<file path="config.mk">
export PLATFORM = sky130hd
export DESIGN_NAME = vrf_access_sequencer
export DESIGN_NICKNAME = d
export VERILOG_FILES = /design/src/rtl/vrf_pkg.sv /design/src/rtl/vrf_wr_arbiter.sv /design/src/rtl/vrf_access_sequencer.sv
export SDC_FILE = /design/constraint.sdc
export NUM_CORES = 1
export LEC_CHECK = 0
export CORE_AREA = 2 2 120 122
export DETAILED_ROUTE_END_ITERATION = 6
export DIE_AREA = 0 0 122 124
export HOLD_SLACK_MARGIN = 0.1
export PLACE_DENSITY = 0.68
export SYNTH_ARGS = -nofsm -noshare
export SYNTH_HDL_FRONTEND = slang
export SYNTH_SLANG_ARGS = --single-unit
</file>
<file path="constraint.sdc">
create_clock -name clk -period 4 [get_ports clk]
set_input_delay 0.6 -clock clk [delete_from_list [all_inputs] [get_ports clk]]
set_output_delay 0.6 -clock clk [all_outputs]
set_load 0.005 [all_outputs]
</file>
<file path="src/rtl/vrf_pkg.sv">
// rtl/vrf_pkg.sv - shared types and width helpers for the vector register file sequencer
package vrf_pkg;

  localparam int WIDTH_DEF = 32;
  localparam int DEPTH_DEF = 10;
  localparam int MVL_DEF   = 32;

  typedef enum logic [1:0] {IDLE, READ, DRAIN} vrf_state_e;
  typedef enum logic {GNT_FU, GNT_LD} vrf_gnt_e;

  // Register number width: the BRAM address is {reg, element index}
  function automatic int reg_w(input int depth, input int mvl);
    return depth - $clog2(mvl);
  endfunction

  function automatic int idx_w(input int mvl);
    return $clog2(mvl);
  endfunction

  // Vector length needs one extra bit to represent MVL itself
  function automatic int vl_w(input int mvl);
    return $clog2(mvl) + 1;
  endfunction

endpackage

</file>
<file path="src/rtl/vrf_wr_arbiter.sv">
// rtl/vrf_wr_arbiter.sv - two-way round-robin arbiter and mux for the BRAM write port
module vrf_wr_arbiter
  import vrf_pkg::*;
#(
  parameter int WIDTH = WIDTH_DEF,
  parameter int DEPTH = DEPTH_DEF
) (
  input  logic             clk,
  input  logic             rst,
  input  logic             fu_req,
  input  logic [DEPTH-1:0] fu_addr,
  input  logic [WIDTH-1:0] fu_data,
  input  logic             ld_req,
  input  logic [DEPTH-1:0] ld_addr,
  input  logic [WIDTH-1:0] ld_data,
  output logic             fu_gnt,
  output logic             ld_gnt,
  output logic             w_en,
  output logic [DEPTH-1:0] addr_write,
  output logic [WIDTH-1:0] wdata
);

  vrf_gnt_e rr_ptr;
  vrf_gnt_e rr_ptr_nxt;

  // Grant selection: a lone requester always wins, a tie goes to the rr_ptr side
  always_comb begin
    fu_gnt     = 1'b0;
    ld_gnt     = 1'b0;
    rr_ptr_nxt = rr_ptr;
    if (fu_req && ld_req) begin
      if (rr_ptr == GNT_FU) fu_gnt = 1'b1;
      else                  ld_gnt = 1'b1;
    end else begin
      fu_gnt = fu_req;
      ld_gnt = ld_req;
    end
    if (fu_gnt)      rr_ptr_nxt = GNT_LD;
    else if (ld_gnt) rr_ptr_nxt = GNT_FU;
    w_en       = fu_gnt | ld_gnt;
    addr_write = fu_gnt ? fu_addr : ld_addr;
    wdata      = fu_gnt ? fu_data : ld_data;
  end

  // Priority pointer moves to the side that did not win the last grant
  always_ff @(posedge clk) begin
    if (rst) rr_ptr <= GNT_FU;
    else     rr_ptr <= rr_ptr_nxt;
  end

endmodule

</file>
<file path="src/rtl/vrf_access_sequencer.sv">
// rtl/vrf_access_sequencer.sv - streams vs1/vs2 operand pairs to the FU and retires vd writes
module vrf_access_sequencer
  import vrf_pkg::*;
#(
  parameter  int WIDTH = WIDTH_DEF,
  parameter  int DEPTH = DEPTH_DEF,
  parameter  int MVL   = MVL_DEF,
  localparam int REG_W = reg_w(DEPTH, MVL),
  localparam int IDX_W = idx_w(MVL),
  localparam int VL_W  = vl_w(MVL)
) (
  input  logic               clk,
  input  logic               rst,
  input  logic               req_valid,
  output logic               req_ready,
  input  logic [REG_W-1:0]   req_vs1,
  input  logic [REG_W-1:0]   req_vs2,
  input  logic [REG_W-1:0]   req_vd,
  input  logic [VL_W-1:0]    req_vl,
  output logic               done,
  output logic [2*DEPTH-1:0] addr_read,
  input  logic [2*WIDTH-1:0] rd_i,
  output logic               op_valid,
  input  logic               op_ready,
  output logic [WIDTH-1:0]   op_a,
  output logic [WIDTH-1:0]   op_b,
  output logic [IDX_W-1:0]   op_idx,
  input  logic               res_valid,
  output logic               res_ready,
  input  logic [IDX_W-1:0]   res_idx,
  input  logic [WIDTH-1:0]   res_data,
  input  logic               ld_valid,
  output logic               ld_ready,
  input  logic [DEPTH-1:0]   ld_addr,
  input  logic [WIDTH-1:0]   ld_data,
  output logic               w_en,
  output logic [DEPTH-1:0]   addr_write,
  output logic [WIDTH-1:0]   wdata
);

  vrf_state_e       state, state_nxt;
  logic [REG_W-1:0] vs1_q, vs2_q, vd_q;
  logic [VL_W-1:0]  vl_q, rd_cnt, wr_cnt;
  logic             zero_done_q;
  logic             accept, op_fire, last_pair, fu_req, fu_gnt;
  logic [DEPTH-1:0] fu_addr;

  // MVL is a power of two, so reg*MVL+idx is just the concatenation {reg, idx}
  assign addr_read = {vs2_q, rd_cnt[IDX_W-1:0], vs1_q, rd_cnt[IDX_W-1:0]};
  assign op_a      = rd_i[WIDTH-1:0];
  assign op_b      = rd_i[2*WIDTH-1:WIDTH];
  assign op_idx    = rd_cnt[IDX_W-1:0];
  assign op_fire   = op_valid && op_ready;
  assign last_pair = (rd_cnt + VL_W'(1)) == vl_q;
  assign fu_req    = res_valid && (state != IDLE);
  assign fu_addr   = {vd_q, res_idx};
  assign res_ready = fu_gnt;

  // Next-state and handshake outputs; a zero-length instruction retires from IDLE
  always_comb begin
    state_nxt = state;
    req_ready = 1'b0;
    op_valid  = 1'b0;
    accept    = 1'b0;
    done      = zero_done_q;
    case (state)
      IDLE: begin
        req_ready = 1'b1;
        if (req_valid) begin
          accept = 1'b1;
          if (req_vl != '0) state_nxt = READ;
        end
      end
      READ: begin
        op_valid = 1'b1;
        if (op_ready && last_pair) state_nxt = DRAIN;
      end
      DRAIN: begin
        if (wr_cnt == vl_q) begin
          done      = 1'b1;
          state_nxt = IDLE;
        end
      end
      default: state_nxt = IDLE;
    endcase
  end

  // State register, latched instruction fields and element counters
  always_ff @(posedge clk) begin
    if (rst) begin
      state       <= IDLE;
      vs1_q       <= '0;
      vs2_q       <= '0;
      vd_q        <= '0;
      vl_q        <= '0;
      rd_cnt      <= '0;
      wr_cnt      <= '0;
      zero_done_q <= 1'b0;
    end else begin
      state       <= state_nxt;
      zero_done_q <= accept && (req_vl == '0);
      if (accept) begin
        vs1_q  <= req_vs1;
        vs2_q  <= req_vs2;
        vd_q   <= req_vd;
        vl_q   <= req_vl;
        rd_cnt <= '0;
        wr_cnt <= '0;
      end else begin
        if (op_fire) rd_cnt <= rd_cnt + VL_W'(1);
        if (fu_gnt)  wr_cnt <= wr_cnt + VL_W'(1);
      end
    end
  end

  vrf_wr_arbiter #(
    .WIDTH(WIDTH),
    .DEPTH(DEPTH)
  ) u_wr_arbiter (
    .clk       (clk),
    .rst       (rst),
    .fu_req    (fu_req),
    .fu_addr   (fu_addr),
    .fu_data   (res_data),
    .ld_req    (ld_valid),
    .ld_addr   (ld_addr),
    .ld_data   (ld_data),
    .fu_gnt    (fu_gnt),
    .ld_gnt    (ld_ready),
    .w_en      (w_en),
    .addr_write(addr_write),
    .wdata     (wdata)
  );

endmodule

</file>
==> out/results.ini, run 1 <==
[finish]
synthToLayoutAreaGrowth_pct = 56.20
final_cell_mix = clkdlybuf4s50_1, nand2_1, dfxtp_1
final_nets = 645
antenna_cells = 0
drive_above_1_share = 0.04008
layout_commonest_cell = clkdlybuf4s50_1

[floorplan]
row_count = 43
die_w_um = 122
start_util = 0.1972
pin_count = 307
core_mm2 = 0.01372
die_area_mm2 = 0.01513
die_h_um = 124

[clock_tree]
htree_levels = 2
clk_path_buf_depth = 2
cts_setup_buffers = 0
numCtsBuffers = 5
postCtsHoldBufs = 0
clock-sinks = 37
cts_tree = built
clk_pin_slew_ns = 0.06
clk_latency_ns = 0.28
cts-root-buf = clkbuf_16
cts_resized = 0

[synthesis]
syn-num-nets = 552
syn_inst = 380
synthArstFlopShare = 0
seq_area_frac_synth = 0.2738
yosys_warnings = 0
synth_ff_type = dfxtp_1
synth_enable_flop_cells = 0
yosys.cell_types.count = 39
synth_seq_cells = 37
avgSynthCellArea_um2 = 7.119
syn-cell-area_mm2 = 0.002705

[placed_design]
place_hpwl_mm = 6.399
port_buffers = 178
place.gp.congestion = 0.7435

[sta]
setup_viol = 0
finalHoldViolCount = 0
period_minus_slack_ns = 3.171
worstMarginPinSlew_ns = 0.5891
max_freq_mhz = 315.4
maxSlewViolCount = 0
rsz0062_at_grt = no
fin_setup_tns_ns = 0
slew_headroom = 0.6058
finalClockSkew_ns = 0.007230
period_share = 0.7928

[detailed_routing]
viasPerCell = 4.049
num_vias = 2648
drtIter0Drc = 101
ant_nets = 0
totalWireLength_mm = 8.180
route.detailed.drc = 0
wl_per_cell_um = 12.51
firstDrtPassIters = 4

[flow_run]
maxCapViolCount = 0

[global_route]
grt-ovfl-total = 0
use_met2 = 0.1372
antenna_found_initial = 0
grt_pass1_vias = 2315
grt_first_pass_wirelength_mm = 11.76
grt_max_degree = 44
met1_usage = 0.1277
grtUsageMet3 = 0.05311
grt.busiest_layer = met2
track_usage = 0.09954

[worst_setup_path]
regToRegSetupSlack_ns = 2.08
critPathLaunch = res_valid
reg2reg_depth = 6
crit_end = wdata[18]
critical_path_class = in2out
cp.arrival_ns = 2.57
setup.worst_path.end_class = output port
startpoint_type = primary input
reg2reg_to = state[0]$_SDFFE_PP0P_
crit_path_max_fanout = 43
cp_data_required_time_ns = 3.40
timing.rr.start = rd_cnt[0]$_SDFFE_PP0P_

[worst_hold_path]
holdCritPathClass = reg2reg
hold_start = vs1_q[2]$_SDFFE_PP0P_

[power_and_ir_drop]
p_per_area_mw_per_mm2 = 264.6
leakage_nw = 1.740
max-vdd-ir-drop_mv = 0.1488
power_w = 0.001118

[run_status]
status = finished, final reports clean

## registers in the layout, summed over array words and instances (netlist names), 2 cells and up
signal / count
vl_q: 6
wr_cnt: 6
vs1_q: 5
state: 2
vs2_q: 5
vd_q: 5
rd_cnt: 6
## final cells by class
cell class | instances | area (um^2)
clock buffers | 5 | 125.1
multi-input cells | 243 | 1277
clock inverters | 3 | 17.52
flip-flops and latches | 37 | 740.7
repair buffers | 182 | 1824
well taps | 180 | 225.2
inverters | 4 | 15.01
fillers | 1497 | 9494
## logic make-up (layout without fill, tap and decap cells)
| family | count (synthesis) | after routing | synth area share |
|---|---|---|---|
| buffers and inverters | 100 | 194 | 0.2539 |
| AND/OR/NAND/NOR | 179 | 179 | 0.2720 |
| flip-flops | 37 | 37 | 0.2738 |
| adder cells (fa/ha/maj) | 2 | 2 | 0.009249 |
| AO/OA/AOI/OAI | 41 | 41 | 0.1189 |
| multiplexers | 2 | 2 | 0.007863 |
| XOR/XNOR | 19 | 19 | 0.06429 |
## Yosys cell counts, drive strengths merged (3+ instances only)
cell type	number	area, um^2
buf	87	638.1
a21oi	5	25.02
clkbuf	9	33.78
nor3	6	30.03
nand4	3	18.77
xor2	9	86.34
nand3	3	15.01
nand2	138	518.0
xnor2	10	87.58
nand2b	4	25.02
a22o	20	175.2
o21ai	6	30.02
dfxtp	37	740.7
nor2	15	56.30
inv	4	15.01
## metal layers
layer,part of all wire,vias to the layer above
met2,0.45,132
met4,0.019,0
met1,0.42,1157
met3,0.11,20
met5,0,-
li1,-,1339
## power by group
group          leakage (nW)  switching [W]  internal [W]  total [W]
registers             0.302      0.0000170      0.000385   0.000402
logic                  1.37       0.000112      0.000218   0.000330
clock network        0.0696       0.000157      0.000228   0.000386
total                  1.74       0.000286      0.000831    0.00112
## critical path, stage by stage
cell             delay (ns)
clkdlybuf4s50_1        0.45
o21ai_0                0.15
a21o_1                 0.21
inv_1                  0.21
buf_12                 0.24
nand2_1                0.12
nand2_1                0.07
clkdlybuf4s50_1        0.49
## worst min path at each step
| stage | endpoint | slack [ns] | cells past startpoint |
|---|---|---|---|
| global placement | vs2_q[2]$_SDFFE_PP0P_ | 0.46 | 1 |
| CTS | vs1_q[0]$_SDFFE_PP0P_ | 0.48 | 1 |
| detailed placement | vs2_q[1]$_SDFFE_PP0P_ | 0.46 | 1 |
| floorplan | vd_q[0]$_SDFFE_PP0P_ | 0.45 | 1 |
| global route | vs1_q[0]$_SDFFE_PP0P_ | 0.49 | 1 |
| finish | vs1_q[2]$_SDFFE_PP0P_ | 0.48 | 1 |
## through the flow
stage | hold slack, ns | setup slack (ns) | utilization | instance area (um^2) | std cells
after global routing | 0.4901 | 0.6437 | 0.3080 | 4225 | 654
after detailed placement | 0.4644 | 0.8102 | 0.2976 | 4083 | 646
after global placement | 0.4630 | 0.8443 | 0.2976 | 4083 | 646
after floorplan | 0.4492 | 1.771 | - | 2705 | 380
final | 0.4800 | 0.8290 | 0.3080 | 4225 | 654
after CTS | 0.4815 | 0.7994 | 0.3080 | 4225 | 654
Power figures use the tool's default switching activity.
==> inputs of run 2 (changes only) <==
CORE_AREA = 2 2 117 119   (was 2 2 120 122)
DIE_AREA = 0 0 119 121   (was 0 0 122 124)
PLACE_DENSITY = 0.71   (was 0.68)
clock period = 3.3 ns   (was 4 ns; I/O delays follow)
==> run 2 against run 1 <==
Die area decreased by 4.8%. Sequential cell count is the same. Register-to-register slack worse by 0.69 ns. Utilization up 1.7 points. Sequential share of layout area shrank 0.10 points. Critical path depth did not move. First-iteration DRC count rose by 5.9%. Highest routed layer unchanged.
==> out/results.ini, run 2 (synthesis results as in run 1) <==
[finish]
reg.largest.list = rd_cnt (6), vl_q (6), wr_cnt (6)  ; unchanged
synthToLayoutAreaGrowth_pct = 57.12  ; was 56.20%
layout_commonest_cell = clkdlybuf4s50_1  ; unchanged
final_cell_mix = clkdlybuf4s50_1, nand2_1, dfxtp_1  ; unchanged
antenna_cells = 0  ; unchanged
final_nets = 645  ; unchanged
final_util = 0.3248  ; was 0.3080
drive_above_1_share = 0.03797  ; was 0.04008
fillers = 1329  ; was 1497

[power_and_ir_drop]
leakage_nw = 1.754  ; was 1.740 nW
switching_power_w = 0.0003375  ; was 0.0002865 W
power_frac_comb = 0.280  ; was 0.295
max-vdd-ir-drop_mv = 0.2726  ; was 0.1488 mV
internal_power_w = 0.001109  ; was 0.0008315 W
p_per_area_mw_per_mm2 = 340.2  ; was 264.6 mW/mm^2
sw_frac_of_total = 0.2334  ; was 0.2563
seqPwrFrac = 0.337  ; was 0.360
clkPwrFrac = 0.382  ; was 0.345

[clock_tree]
clk_pin_slew_ns = 0.05  ; was 0.06 ns
clk_latency_ns = 0.28  ; about the same
postCtsHoldBufs = 0  ; unchanged
cts_setup_buffers = 0  ; unchanged
clock-sinks = 37  ; unchanged
cts_resized = 0  ; unchanged
htree_levels = 2  ; unchanged
clk_path_buf_depth = 2  ; unchanged
cts-root-buf = clkbuf_16  ; unchanged
numCtsBuffers = 5  ; unchanged
cts_tree = built  ; unchanged

[placed_design]
place.gp.congestion = 0.7411  ; was 0.7435
detailedPlace.worstSlack_ns = 0.2991  ; was 0.8102 ns
port_buffers = 178  ; unchanged
place_hpwl_mm = 6.916  ; was 6.399 mm

[sta]
finalHoldViolCount = 0  ; unchanged
maxSlewViolCount = 0  ; unchanged
period_share = 0.9111
whs_ns = 0.4770  ; was 0.4800 ns
slew_headroom = 0.5723  ; was 0.6058
finalClockSkew_ns = 0.003705  ; was 0.007230 ns
max_freq_mhz = 332.6
fin_setup_tns_ns = 0  ; unchanged
period_minus_slack_ns = 3.007
setup_ws_ns = 0.2933  ; was 0.8290 ns
setup_viol = 0  ; unchanged
rsz0062_at_grt = no  ; unchanged
worstMarginPinSlew_ns = 0.6416  ; was 0.5891 ns

[worst_setup_path]
regToRegSetupSlack_ns = 1.39  ; was 2.08 ns
cp_data_required_time_ns = 2.80  ; was 3.40 ns
timing.rr.start = rd_cnt[0]$_SDFFE_PP0P_  ; unchanged
crit_end = wdata[15]  ; was wdata[18]
startpoint_type = primary input  ; unchanged
cp.arrival_ns = 2.51  ; was 2.57 ns
critical_path_class = in2out  ; unchanged
critPathLaunch = res_valid  ; unchanged
reg2reg_to = state[0]$_SDFFE_PP0P_  ; unchanged
reg2reg_depth = 6  ; unchanged
crit_path_max_fanout = 43  ; unchanged
setup.worst_path.end_class = output port  ; unchanged

[flow_run]
maxCapViolCount = 0  ; unchanged

[global_route]
grt_first_pass_wirelength_mm = 13.45  ; was 11.76 mm
grt-ovfl-total = 0  ; unchanged
antenna_found_initial = 0  ; unchanged
grt_pass1_vias = 2692  ; was 2315
track_usage = 0.1163  ; was 0.09954
grt_max_degree = 44  ; unchanged

[floorplan]
row_count = 42  ; was 43
pin_count = 307  ; unchanged
die_w_um = 119  ; was 122 um
start_util = 0.2067  ; was 0.1972
core_mm2 = 0.01309  ; was 0.01372 mm^2
die_area_mm2 = 0.01440  ; was 0.01513 mm^2
die_h_um = 121  ; was 124 um

[detailed_routing]
route.detailed.drc = 0  ; unchanged
totalWireLength_mm = 8.755  ; was 8.180 mm
firstDrtPassIters = 5  ; was 4
viasPerCell = 4.189  ; was 4.049
wl_per_cell_um = 13.47  ; was 12.51 um
drtIter0Drc = 107  ; was 101
ant_nets = 0  ; unchanged
num_vias = 2723  ; was 2648

[worst_hold_path]
holdCritPathClass = reg2reg  ; unchanged

[run_status]
status = finished, final reports clean  ; unchanged

-- run 2: changes by cell type in the layout (fill, tap and decap cells not counted) --
cell	change
clkinv_2	-2
bufinv_16	+1
clkbuf_1	+1
clkbuf_8	+1
clkinvlp_4	-1
-- run 2: final cells by class --
type | instances | area (um^2) | area share
Tap cell | 176 | 220.2 | 0.05181
Sequential cell | 37 | 740.7 | 0.1743
Multi-Input combinational cell | 243 | 1277 | 0.3006
Timing Repair Buffer | 182 | 1824 | 0.4292
Clock buffer | 7 | 142.6 | 0.03356
Clock inverter | 1 | 30.03 | 0.007065
Inverter | 4 | 15.01 | 0.003533
-- run 2: worst min-delay path by stage --
stage,from,endpoint,slack [ns],depth (start not counted)
2_1_floorplan,vd_q[0]$_SDFFE_PP0P_,vd_q[0]$_SDFFE_PP0P_,0.45,1
3_3_place_gp,vs1_q[2]$_SDFFE_PP0P_,vs1_q[2]$_SDFFE_PP0P_,0.46,1
3_5_place_dp,vs1_q[3]$_SDFFE_PP0P_,vs1_q[3]$_SDFFE_PP0P_,0.46,1
4_1_cts,vs1_q[3]$_SDFFE_PP0P_,vs1_q[3]$_SDFFE_PP0P_,0.48,1
5_1_grt,vd_q[3]$_SDFFE_PP0P_,vd_q[3]$_SDFFE_PP0P_,0.49,1
6_report,vs1_q[2]$_SDFFE_PP0P_,vs1_q[2]$_SDFFE_PP0P_,0.48,1
-- run 2: metal layers --
layer	routed length, um	vias up	track usage
met5	0	-	0
met4	306	0	0.05729
met3	891	38	0.05028
met2	4046	145	0.1814
met1	3511	1200	0.1365
li1	-	1340	-
-- run 2: metrics by stage --
step | area, um^2 | cells | power [W]
4_1_cts | 4250 | 650 | 0.001464
2_1_floorplan | 2705 | 380 | 0.0006881
5_1_grt | 4250 | 650 | 0.001519
3_3_place_gp | 4078 | 642 | 0.0008987
3_5_place_dp | 4078 | 642 | 0.0009047
6_report | 4250 | 650 | 0.001446
-- run 2: critical path: stages --
cell and delay (ns):
clkdlybuf4s50_1 0.45, o21ai_0 0.15, a21o_1 0.21, inv_1 0.22, buf_12 0.25, nand2_1 0.08
nand2_1 0.10, clkdlybuf4s50_1 0.52
-- run 2: power by group through the flow --
| stage | registers, W | logic (W) | clock network (W) |
|---|---|---|---|
| finish | 0.000488 | 0.000405 | 0.000553 |
| global route | 0.000490 | 0.000443 | 0.000585 |
| detailed placement | 0.000497 | 0.000408 | 0 |
| floorplan | 0.000492 | 0.000196 | 0 |
| global placement | 0.000496 | 0.000402 | 0 |
| CTS | 0.000488 | 0.000410 | 0.000566 |
==> inputs of run 3 (changes only) <==
CAP_MARGIN = 15   (was not set)
==> results of run 3 <==
Final layout, timing and power as in run 2 (identical DEF).
